`src/rtl/crypto_pkg.sv`:
```
// ============================================================================
// Module   : crypto_pkg
// Brief    : Shared widths and writeback entry type for the crypto datapath.
// Revision : 1.0
// ============================================================================
`default_nettype none

package crypto_pkg;

    localparam int DATA_W = 32;
    localparam int ADDR_W = 5;

    typedef struct packed {
        logic [ADDR_W-1:0] rd;
        logic [DATA_W-1:0] data;
    } wb_entry_t;

    // Width of an occupancy counter that must be able to hold the value depth itself.
    function automatic int cnt_w(input int depth);
        return $clog2(depth + 1);
    endfunction

endpackage

`default_nettype wire

```
`src/rtl/wb_arbiter_if.sv`:
```
// ============================================================================
// Module   : wb_arbiter_if
// Brief    : Writeback bus bundle: ALU/crypto results in, register-file port out.
// Revision : 1.0
// ============================================================================
`default_nettype none

interface wb_arbiter_if
    import crypto_pkg::*;
#(
    parameter int DATA_W   = crypto_pkg::DATA_W,
    parameter int ADDR_W   = crypto_pkg::ADDR_W,
    parameter int CQ_DEPTH = 4
) ();

    localparam int CNT_W = cnt_w(CQ_DEPTH);
    localparam int NREG  = 2 ** ADDR_W;

    logic              alu_valid;
    logic [ADDR_W-1:0] alu_rd;
    logic [DATA_W-1:0] alu_data;

    logic              cu_valid;
    logic              cu_ready;
    logic [ADDR_W-1:0] cu_rd;
    logic [DATA_W-1:0] cu_data;

    logic              issue_valid;
    logic [ADDR_W-1:0] issue_rd;

    logic              rf_we;
    logic [ADDR_W-1:0] rf_waddr;
    logic [DATA_W-1:0] rf_wdata;

    logic [NREG-1:0]   busy_mask;
    logic [CNT_W-1:0]  cq_count;

    modport master (
        output alu_valid, alu_rd, alu_data,
        output cu_valid, cu_rd, cu_data,
        output issue_valid, issue_rd,
        input  cu_ready,
        input  rf_we, rf_waddr, rf_wdata,
        input  busy_mask, cq_count
    );

    modport slave (
        input  alu_valid, alu_rd, alu_data,
        input  cu_valid, cu_rd, cu_data,
        input  issue_valid, issue_rd,
        output cu_ready,
        output rf_we, rf_waddr, rf_wdata,
        output busy_mask, cq_count
    );

endinterface

`default_nettype wire

```
`src/rtl/wb_fifo.sv`:
```
// ============================================================================
// Module   : wb_fifo
// Brief    : Synchronous circular FIFO with occupancy count (DEPTH power of 2).
// Revision : 1.0
// ============================================================================
`default_nettype none

module wb_fifo
    import crypto_pkg::*;
#(
    parameter int WIDTH = 8,
    parameter int DEPTH = 4
) (
    input  wire logic                    clk,
    input  wire logic                    rst_n,
    input  wire logic                    push_i,
    input  wire logic [WIDTH-1:0]        wdata_i,
    input  wire logic                    pop_i,
    output logic      [WIDTH-1:0]        rdata_o,
    output logic                         empty_o,
    output logic      [cnt_w(DEPTH)-1:0] count_o
);

    localparam int PTR_W = $clog2(DEPTH);
    localparam int CNT_W = cnt_w(DEPTH);

    logic [WIDTH-1:0] mem_q [DEPTH];
    logic [PTR_W-1:0] wr_ptr_q, wr_ptr_d;
    logic [PTR_W-1:0] rd_ptr_q, rd_ptr_d;
    logic [CNT_W-1:0] count_q, count_d;
    logic             w_do_push;
    logic             w_do_pop;

    assign w_do_push = push_i && (count_q != CNT_W'(DEPTH));
    assign w_do_pop  = pop_i && (count_q != '0);

    // Pointers are exactly log2(DEPTH) wide, so increment wraps modulo DEPTH.
    always_comb begin
        wr_ptr_d = wr_ptr_q;
        rd_ptr_d = rd_ptr_q;
        count_d  = count_q;
        if (w_do_push) wr_ptr_d = wr_ptr_q + 1'b1;
        if (w_do_pop)  rd_ptr_d = rd_ptr_q + 1'b1;
        case ({w_do_push, w_do_pop})
            2'b10:   count_d = count_q + 1'b1;
            2'b01:   count_d = count_q - 1'b1;
            default: count_d = count_q;
        endcase
    end

    always_ff @(posedge clk or negedge rst_n) begin
        if (!rst_n) begin
            wr_ptr_q <= '0;
            rd_ptr_q <= '0;
            count_q  <= '0;
        end else begin
            wr_ptr_q <= wr_ptr_d;
            rd_ptr_q <= rd_ptr_d;
            count_q  <= count_d;
        end
    end

    always_ff @(posedge clk) begin
        if (w_do_push) mem_q[wr_ptr_q] <= wdata_i;
    end

    assign rdata_o = mem_q[rd_ptr_q];
    assign empty_o = (count_q == '0);
    assign count_o = count_q;

endmodule

`default_nettype wire

```
`src/rtl/wb_arbiter.sv`:
```
// ============================================================================
// Module   : wb_arbiter
// Brief    : Writeback arbiter (ALU over crypto FIFO) with RAW busy scoreboard.
//            Optional macro WB_BYPASS_EN: crypto result skips an empty FIFO.
// Revision : 1.0
// ============================================================================
`default_nettype none

module wb_arbiter
    import crypto_pkg::*;
#(
    parameter int DATA_W   = crypto_pkg::DATA_W,
    parameter int ADDR_W   = crypto_pkg::ADDR_W,
    parameter int CQ_DEPTH = 4
) (
    input  wire logic  clk,
    input  wire logic  rst_n,
    wb_arbiter_if.slave bus
);

    localparam int CNT_W = cnt_w(CQ_DEPTH);
    localparam int NREG  = 2 ** ADDR_W;

    typedef struct packed {
        logic [ADDR_W-1:0] rd;
        logic [DATA_W-1:0] data;
    } entry_t;

    entry_t            w_cu_entry;
    entry_t            w_head;
    logic              w_fifo_empty;
    logic [CNT_W-1:0]  w_fifo_count;
    logic              w_cu_ready;
    logic              w_bypass;
    logic              w_push;
    logic              w_pop;

    logic              w_sel_valid;
    logic              w_sel_crypto;
    logic [ADDR_W-1:0] w_sel_rd;
    logic [DATA_W-1:0] w_sel_data;
    logic [NREG-1:0]   w_clr_vec;
    logic [NREG-1:0]   w_set_vec;

    logic              rf_we_q, rf_we_d;
    logic [ADDR_W-1:0] rf_waddr_q, rf_waddr_d;
    logic [DATA_W-1:0] rf_wdata_q, rf_wdata_d;
    logic [NREG-1:0]   busy_q, busy_d;

    // Readiness depends only on registered occupancy, never on a same-cycle pop.
    assign w_cu_ready = (w_fifo_count != CNT_W'(CQ_DEPTH));

`ifdef WB_BYPASS_EN
    assign w_bypass = !bus.alu_valid && w_fifo_empty && bus.cu_valid;
`else
    assign w_bypass = 1'b0;
`endif

    assign w_push     = bus.cu_valid && w_cu_ready && !w_bypass;
    assign w_pop      = !bus.alu_valid && !w_fifo_empty;
    assign w_cu_entry = '{rd: bus.cu_rd, data: bus.cu_data};

    wb_fifo #(
        .WIDTH (ADDR_W + DATA_W),
        .DEPTH (CQ_DEPTH)
    ) u_fifo (
        .clk     (clk),
        .rst_n   (rst_n),
        .push_i  (w_push),
        .wdata_i (w_cu_entry),
        .pop_i   (w_pop),
        .rdata_o (w_head),
        .empty_o (w_fifo_empty),
        .count_o (w_fifo_count)
    );

    always_comb begin
        w_sel_valid  = 1'b0;
        w_sel_crypto = 1'b0;
        w_sel_rd     = '0;
        w_sel_data   = '0;
        if (bus.alu_valid) begin
            w_sel_valid = 1'b1;
            w_sel_rd    = bus.alu_rd;
            w_sel_data  = bus.alu_data;
        end else if (w_pop) begin
            w_sel_valid  = 1'b1;
            w_sel_crypto = 1'b1;
            w_sel_rd     = w_head.rd;
            w_sel_data   = w_head.data;
        end else if (w_bypass) begin
            w_sel_valid  = 1'b1;
            w_sel_crypto = 1'b1;
            w_sel_rd     = bus.cu_rd;
            w_sel_data   = bus.cu_data;
        end
    end

    always_comb begin
        rf_we_d    = w_sel_valid && (w_sel_rd != '0);
        rf_waddr_d = w_sel_valid ? w_sel_rd : rf_waddr_q;
        rf_wdata_d = w_sel_valid ? w_sel_data : rf_wdata_q;
    end

    // Set is OR-ed in after the clear so a same-cycle reissue keeps the bit busy.
    always_comb begin
        w_clr_vec = '0;
        w_set_vec = '0;
        if (w_sel_crypto && rf_we_d)
            w_clr_vec = NREG'(1) << w_sel_rd;
        if (bus.issue_valid && (bus.issue_rd != '0))
            w_set_vec = NREG'(1) << bus.issue_rd;
        busy_d    = (busy_q & ~w_clr_vec) | w_set_vec;
        busy_d[0] = 1'b0;
    end

    always_ff @(posedge clk or negedge rst_n) begin
        if (!rst_n) begin
            rf_we_q    <= 1'b0;
            rf_waddr_q <= '0;
            rf_wdata_q <= '0;
            busy_q     <= '0;
        end else begin
            rf_we_q    <= rf_we_d;
            rf_waddr_q <= rf_waddr_d;
            rf_wdata_q <= rf_wdata_d;
            busy_q     <= busy_d;
        end
    end

    assign bus.cu_ready  = w_cu_ready;
    assign bus.rf_we     = rf_we_q;
    assign bus.rf_waddr  = rf_waddr_q;
    assign bus.rf_wdata  = rf_wdata_q;
    assign bus.busy_mask = busy_q;
    assign bus.cq_count  = w_fifo_count;

`ifndef SYNTHESIS
    // Decode must never let the ALU overwrite a register still owed a crypto result.
    always @(posedge clk) begin
        if (rst_n && bus.alu_valid && (bus.alu_rd != '0)) begin
            assert (!busy_q[bus.alu_rd])
                else $error("wb_arbiter: ALU write to busy register %0d", bus.alu_rd);
        end
    end
`endif

endmodule

`default_nettype wire

```
`src/flat_wrapper.sv`:
```
// flat-port wrapper written by rule: the top's interface ports become plain ports
module wb_arbiter_flat import crypto_pkg::*;
#(
    parameter int DATA_W   = crypto_pkg::DATA_W,
    parameter int ADDR_W   = crypto_pkg::ADDR_W,
    parameter int CQ_DEPTH = 4
)
  (clk, rst_n, bus_alu_valid, bus_alu_rd, bus_alu_data, bus_cu_valid, bus_cu_rd, bus_cu_data, bus_issue_valid, bus_issue_rd, bus_cu_ready, bus_rf_we, bus_rf_waddr, bus_rf_wdata, bus_busy_mask, bus_cq_count);
  wb_arbiter_if #(.DATA_W(DATA_W), .ADDR_W(ADDR_W), .CQ_DEPTH(CQ_DEPTH)) bus_i ();
  input  wire logic clk;
  input  wire logic rst_n;
  input wire logic [$bits(bus_i.alu_valid)-1:0] bus_alu_valid;
  input wire logic [$bits(bus_i.alu_rd)-1:0] bus_alu_rd;
  input wire logic [$bits(bus_i.alu_data)-1:0] bus_alu_data;
  input wire logic [$bits(bus_i.cu_valid)-1:0] bus_cu_valid;
  input wire logic [$bits(bus_i.cu_rd)-1:0] bus_cu_rd;
  input wire logic [$bits(bus_i.cu_data)-1:0] bus_cu_data;
  input wire logic [$bits(bus_i.issue_valid)-1:0] bus_issue_valid;
  input wire logic [$bits(bus_i.issue_rd)-1:0] bus_issue_rd;
  output wire logic [$bits(bus_i.cu_ready)-1:0] bus_cu_ready;
  output wire logic [$bits(bus_i.rf_we)-1:0] bus_rf_we;
  output wire logic [$bits(bus_i.rf_waddr)-1:0] bus_rf_waddr;
  output wire logic [$bits(bus_i.rf_wdata)-1:0] bus_rf_wdata;
  output wire logic [$bits(bus_i.busy_mask)-1:0] bus_busy_mask;
  output wire logic [$bits(bus_i.cq_count)-1:0] bus_cq_count;
  assign bus_i.alu_valid = bus_alu_valid;
  assign bus_i.alu_rd = bus_alu_rd;
  assign bus_i.alu_data = bus_alu_data;
  assign bus_i.cu_valid = bus_cu_valid;
  assign bus_i.cu_rd = bus_cu_rd;
  assign bus_i.cu_data = bus_cu_data;
  assign bus_i.issue_valid = bus_issue_valid;
  assign bus_i.issue_rd = bus_issue_rd;
  assign bus_cu_ready = bus_i.cu_ready;
  assign bus_rf_we = bus_i.rf_we;
  assign bus_rf_waddr = bus_i.rf_waddr;
  assign bus_rf_wdata = bus_i.rf_wdata;
  assign bus_busy_mask = bus_i.busy_mask;
  assign bus_cq_count = bus_i.cq_count;
  wb_arbiter #(.DATA_W(DATA_W), .ADDR_W(ADDR_W), .CQ_DEPTH(CQ_DEPTH)) u_core (.clk(clk), .rst_n(rst_n), .bus(bus_i));
endmodule
```
`config.mk`:
```
export PLATFORM = sky130hd
export DESIGN_NAME = wb_arbiter_flat
export DESIGN_NICKNAME = d
export VERILOG_FILES = /design/src/rtl/crypto_pkg.sv /design/src/rtl/wb_arbiter_if.sv /design/src/rtl/wb_fifo.sv /design/src/rtl/wb_arbiter.sv /design/src/flat_wrapper.sv
export SDC_FILE = /design/constraint.sdc
export NUM_CORES = 1
export LEC_CHECK = 0
export ABC_CLOCK_PERIOD_IN_PS = 2290
export CAP_MARGIN = 20
export CORE_MARGIN = 8
export CORE_UTILIZATION = 30
export DETAILED_ROUTE_END_ITERATION = 12
export SLEW_MARGIN = 20
export SYNTH_ARGS = -nofsm -noshare
export SYNTH_HDL_FRONTEND = slang
export SYNTH_HIERARCHICAL = 1
export SYNTH_SLANG_ARGS = --single-unit
```
`constraint.sdc`:
```
create_clock -name clk -period 2.29 [get_ports clk]
set_input_delay 0.458 -clock clk [delete_from_list [all_inputs] [get_ports clk]]
set_output_delay 0.458 -clock clk [all_outputs]
set_load 0.005 [all_outputs]
```
==> impl_metrics.csv <==
group,metric,value,unit
critical_path,path_max_fanout,7,
sta,slew_violations,0,
logic_synthesis,avgSynthCellArea,16.4,um^2
logic_synthesis,ys_ff_latch,224,
critical_path,worstSetupEndpointType,"flip-flop",
grt,grt_use_met2,20.4,%
sta,fin_setup_tns,0,ns
clocking,cts.sinks,224,
finish,finish.net_count,833,
finish,multi_input_area,2610,um^2
clocking,clk_pin_slew,0.06,ns
worst_hold_path,hold_class,"input pin to asynchronous set/reset pin",
clocking,insertion_delay,0.52,ns
logic_synthesis,muxShareOfSynthArea,13.5,%
clocking,cts-root-buf,"clkbuf_16",
finish,layout_common_cells,"clkdlybuf4s50_1 (154), edfxtp_1 (148), dfrtp_1 (73)",
grt,gr-usage-met3,3.97,%
clocking,tritoncts,"yes",
sta,hold_viol,0,
die,core.rowCount,63,
logic_synthesis,synth_xor_area_share,0.579,%
outcome,status,"finished, final reports clean",
detailed_routing,num_vias,5561,
die,io_pins,158,
grt,grt_pass1_wl,36100,um
die,start_util,30.6,%
die,die_width,190,um
sta,setup_viol,0,
power_and_ir_drop,vdd_drop_max,522,uV
logic_synthesis,synth_compound_gate_area_share,7.29,%
run,maxCapViolCount,0,
sta,max_freq,443,MHz
logic_synthesis,netlist_area,9080,um^2
logic_synthesis,synth-adder-area-share,0.909,%
grt,antenna_found_initial,2,
detailed_routing,ant_nets,0,
logic_synthesis,synth_ff_type,"edfxtp_1",
critical_path,worstSetupPathType,"flip-flop to flip-flop",
grt,grt_max_degree,42,
logic_synthesis,yosys.area_share.simple,5.25,%
clocking,clk_path_buf_depth,3,
detailed_routing,drcViolationCount,0,
power_and_ir_drop,p_per_area,1280,nW/um^2
die,fp.dieArea,36100,um^2
finish,syn_to_final_growth,35.8,%
die,core_area,29700,um^2
clocking,cts.htree.levels,1,
detailed_routing,wl_per_cell,20.2,um
logic_synthesis,ys_seq_area_share,69.9,%
critical_path,required,2.67,ns
grt,grt_pass1_vias,5957,
grt,use_met1,16.7,%
detailed_routing,wl,23300,um
critical_path,crit_path_start_kind,"flip-flop",
placed_design,dpl.hpwl,16300,um
clocking,cts_inserted_buffers,26,
critical_path,arrival,2.64,ns
power_and_ir_drop,power,15.8,mW
finish,diodes,0,
logic_synthesis,synth_top_family_by_area,"multiplexers",
finish,fillers,2706,
die,dieHeight,190,um
placed_design,gp_congestion,0.785,
grt,grt-ovfl-total,0,
logic_synthesis,synthArstFlopShare,33.9,%
grt,grt_usage,12.7,%
placed_design,io_buffers,156,
logic_synthesis,ys_types,49,
sta,fin_worst_skew,0.0119,ns
finish,drive_above_1_share,19.3,%
detailed_routing,drt_iter0_markers,396,
grt,top_usage_layer,"met2",
sta,finalCriticalPeriod,2.26,ns
detailed_routing,drtPass1Iterations,4,
finish,layout_commonest_cell,"clkdlybuf4s50_1",
logic_synthesis,syn-num-nets,645,
logic_synthesis,yosysWarnings,6,
sta,period_share,98.5,%
logic_synthesis,synth_enable_flop_cells,148,
logic_synthesis,syn_inst,555,
detailed_routing,vias_per_cell,4.82,
finish,seqCellArea,6350,um^2
power_and_ir_drop,leakage,4.34,nW
[metal layers]
layer | vias up | wire length [um] | share of wire (%)
met4 | 4 | 365 | 1.6
met2 | 199 | 10800 | 46
met5 | - | 23 | 0.099
met1 | 2781 | 10200 | 44
met3 | 29 | 1920 | 8.2
li1 | 2548 | - | -
[per-stage QoR]
step                instance area (um^2)  hold slack (ns)  util, %  worst slack, ns  cells
global placement                   11400            0.414     38.5           0.0497   1103
CTS                                12300            0.413     41.5          0.00919   1152
floorplan                           9210            0.162        -           -0.197    555
global route                       12300            0.432     41.5        -0.000779   1153
detailed placement                 11400            0.416     38.5          -0.0149   1103
finish                             12300            0.418     41.5           0.0334   1153
[power breakdown]
group / switching, mW / internal (mW) / leakage, nW
logic: 2.63 / 2.98 / 1.67
clock network: 1.60 / 2.53 / 0.413
registers: 0.572 / 5.51 / 2.25
total: 4.81 / 11.0 / 4.34
[flip-flops by register name (all words and copies together), names as in the netlist]
signal and count:
u_core/u_fifo/mem_q 148, u_core/bus.rf_wdata 32, u_core/bus.busy_mask 31, u_core/bus.rf_waddr 5, u_core/u_fifo/count_o 3, u_core/u_fifo/rd_ptr_q 2
u_core/u_fifo/wr_ptr_q 2, u_core/bus.rf_we 1
[final cells by class]
class                      count  share of cell area (%)
sequential                   224                    51.5
multi-input combinational    279                    21.1
timing repair buffer         196                    15.9
clock buffer                  35                    5.79
tap                          390                    3.96
clock inverter                13                    1.25
inverter                      16                   0.487
[cells in the mapped netlist (2+ instances only)]
| library cell | count | area share [%] |
|---|---|---|
| mux4_2 | 37 | 9.2 |
| nor2_1 | 5 | 0.21 |
| or4b_1 | 4 | 0.44 |
| or2_2 | 3 | 0.21 |
| edfxtp_1 | 148 | 49 |
| xnor2_1 | 3 | 0.29 |
| nand2b_1 | 3 | 0.21 |
| nor3_1 | 2 | 0.11 |
| ha_1 | 5 | 0.69 |
| nand2_1 | 41 | 1.7 |
| dfrtp_1 | 76 | 21 |
| nand3_1 | 2 | 0.11 |
| nand4b_1 | 2 | 0.19 |
| buf_6 | 2 | 0.25 |
| mux2i_1 | 38 | 4.2 |
| clkbuf_1 | 20 | 0.83 |
| o21ai_0 | 58 | 3.2 |
| o41ai_1 | 25 | 2.4 |
| nand3b_1 | 6 | 0.50 |
| buf_4 | 3 | 0.25 |
| nor4b_1 | 2 | 0.19 |
| or3b_2 | 3 | 0.29 |
| inv_1 | 16 | 0.66 |
| or3b_1 | 2 | 0.19 |
| o22ai_1 | 5 | 0.34 |
| xor2_1 | 3 | 0.29 |
| buf_2 | 11 | 0.61 |
| nand4_1 | 2 | 0.14 |
| and2_1 | 5 | 0.34 |
| a211oi_1 | 3 | 0.25 |
| o21ai_1 | 2 | 0.11 |
[what timing repair did]
item | CTS | global route
pin swaps | 0 | 1
endpoints found under the hold margin | 27 | 0
hold buffers | 1 | 0
endpoints found under the setup margin | 2 | 13
buffers inserted | 0 | 1
resized for setup | 2 | 5
[worst paths after layout]
path                       cells past startpoint  slack [ns]                      start                         to
min                                            2        0.42                      rst_n    u_core/bus.busy_mask[1]
min in group clk                               4        0.45              bus_alu_valid    u_core/bus.busy_mask[8]
min reg2reg                                    2        0.50   u_core/bus.busy_mask[15]   u_core/bus.busy_mask[15]
max in group asynchronous                      3        1.23                      rst_n  u_core/u_fifo/rd_ptr_q[0]
max                                            5        0.03  u_core/u_fifo/rd_ptr_q[0]   u_core/bus.busy_mask[13]
max reg2reg                                    5        0.03  u_core/u_fifo/rd_ptr_q[0]   u_core/bus.busy_mask[13]
[logic make-up (layout without fill, tap and decap cells)]
family	count (synthesis)	after routing
other cells	1	1
buf+inv	52	260
simple gates	87	87
flops	224	224
xor+xnor	6	6
fa+ha+maj	6	6
compound gates	103	103
mux	76	76
[worst max-delay path, cell delays in order (launching register included)]
cell and delay, ns:
dfrtp_4 0.47, mux4_2 0.56, or3b_1 0.41, buf_4 0.20
o41ai_1 0.34, o21ai_1 0.13
(Power assumes the default switching activity.)
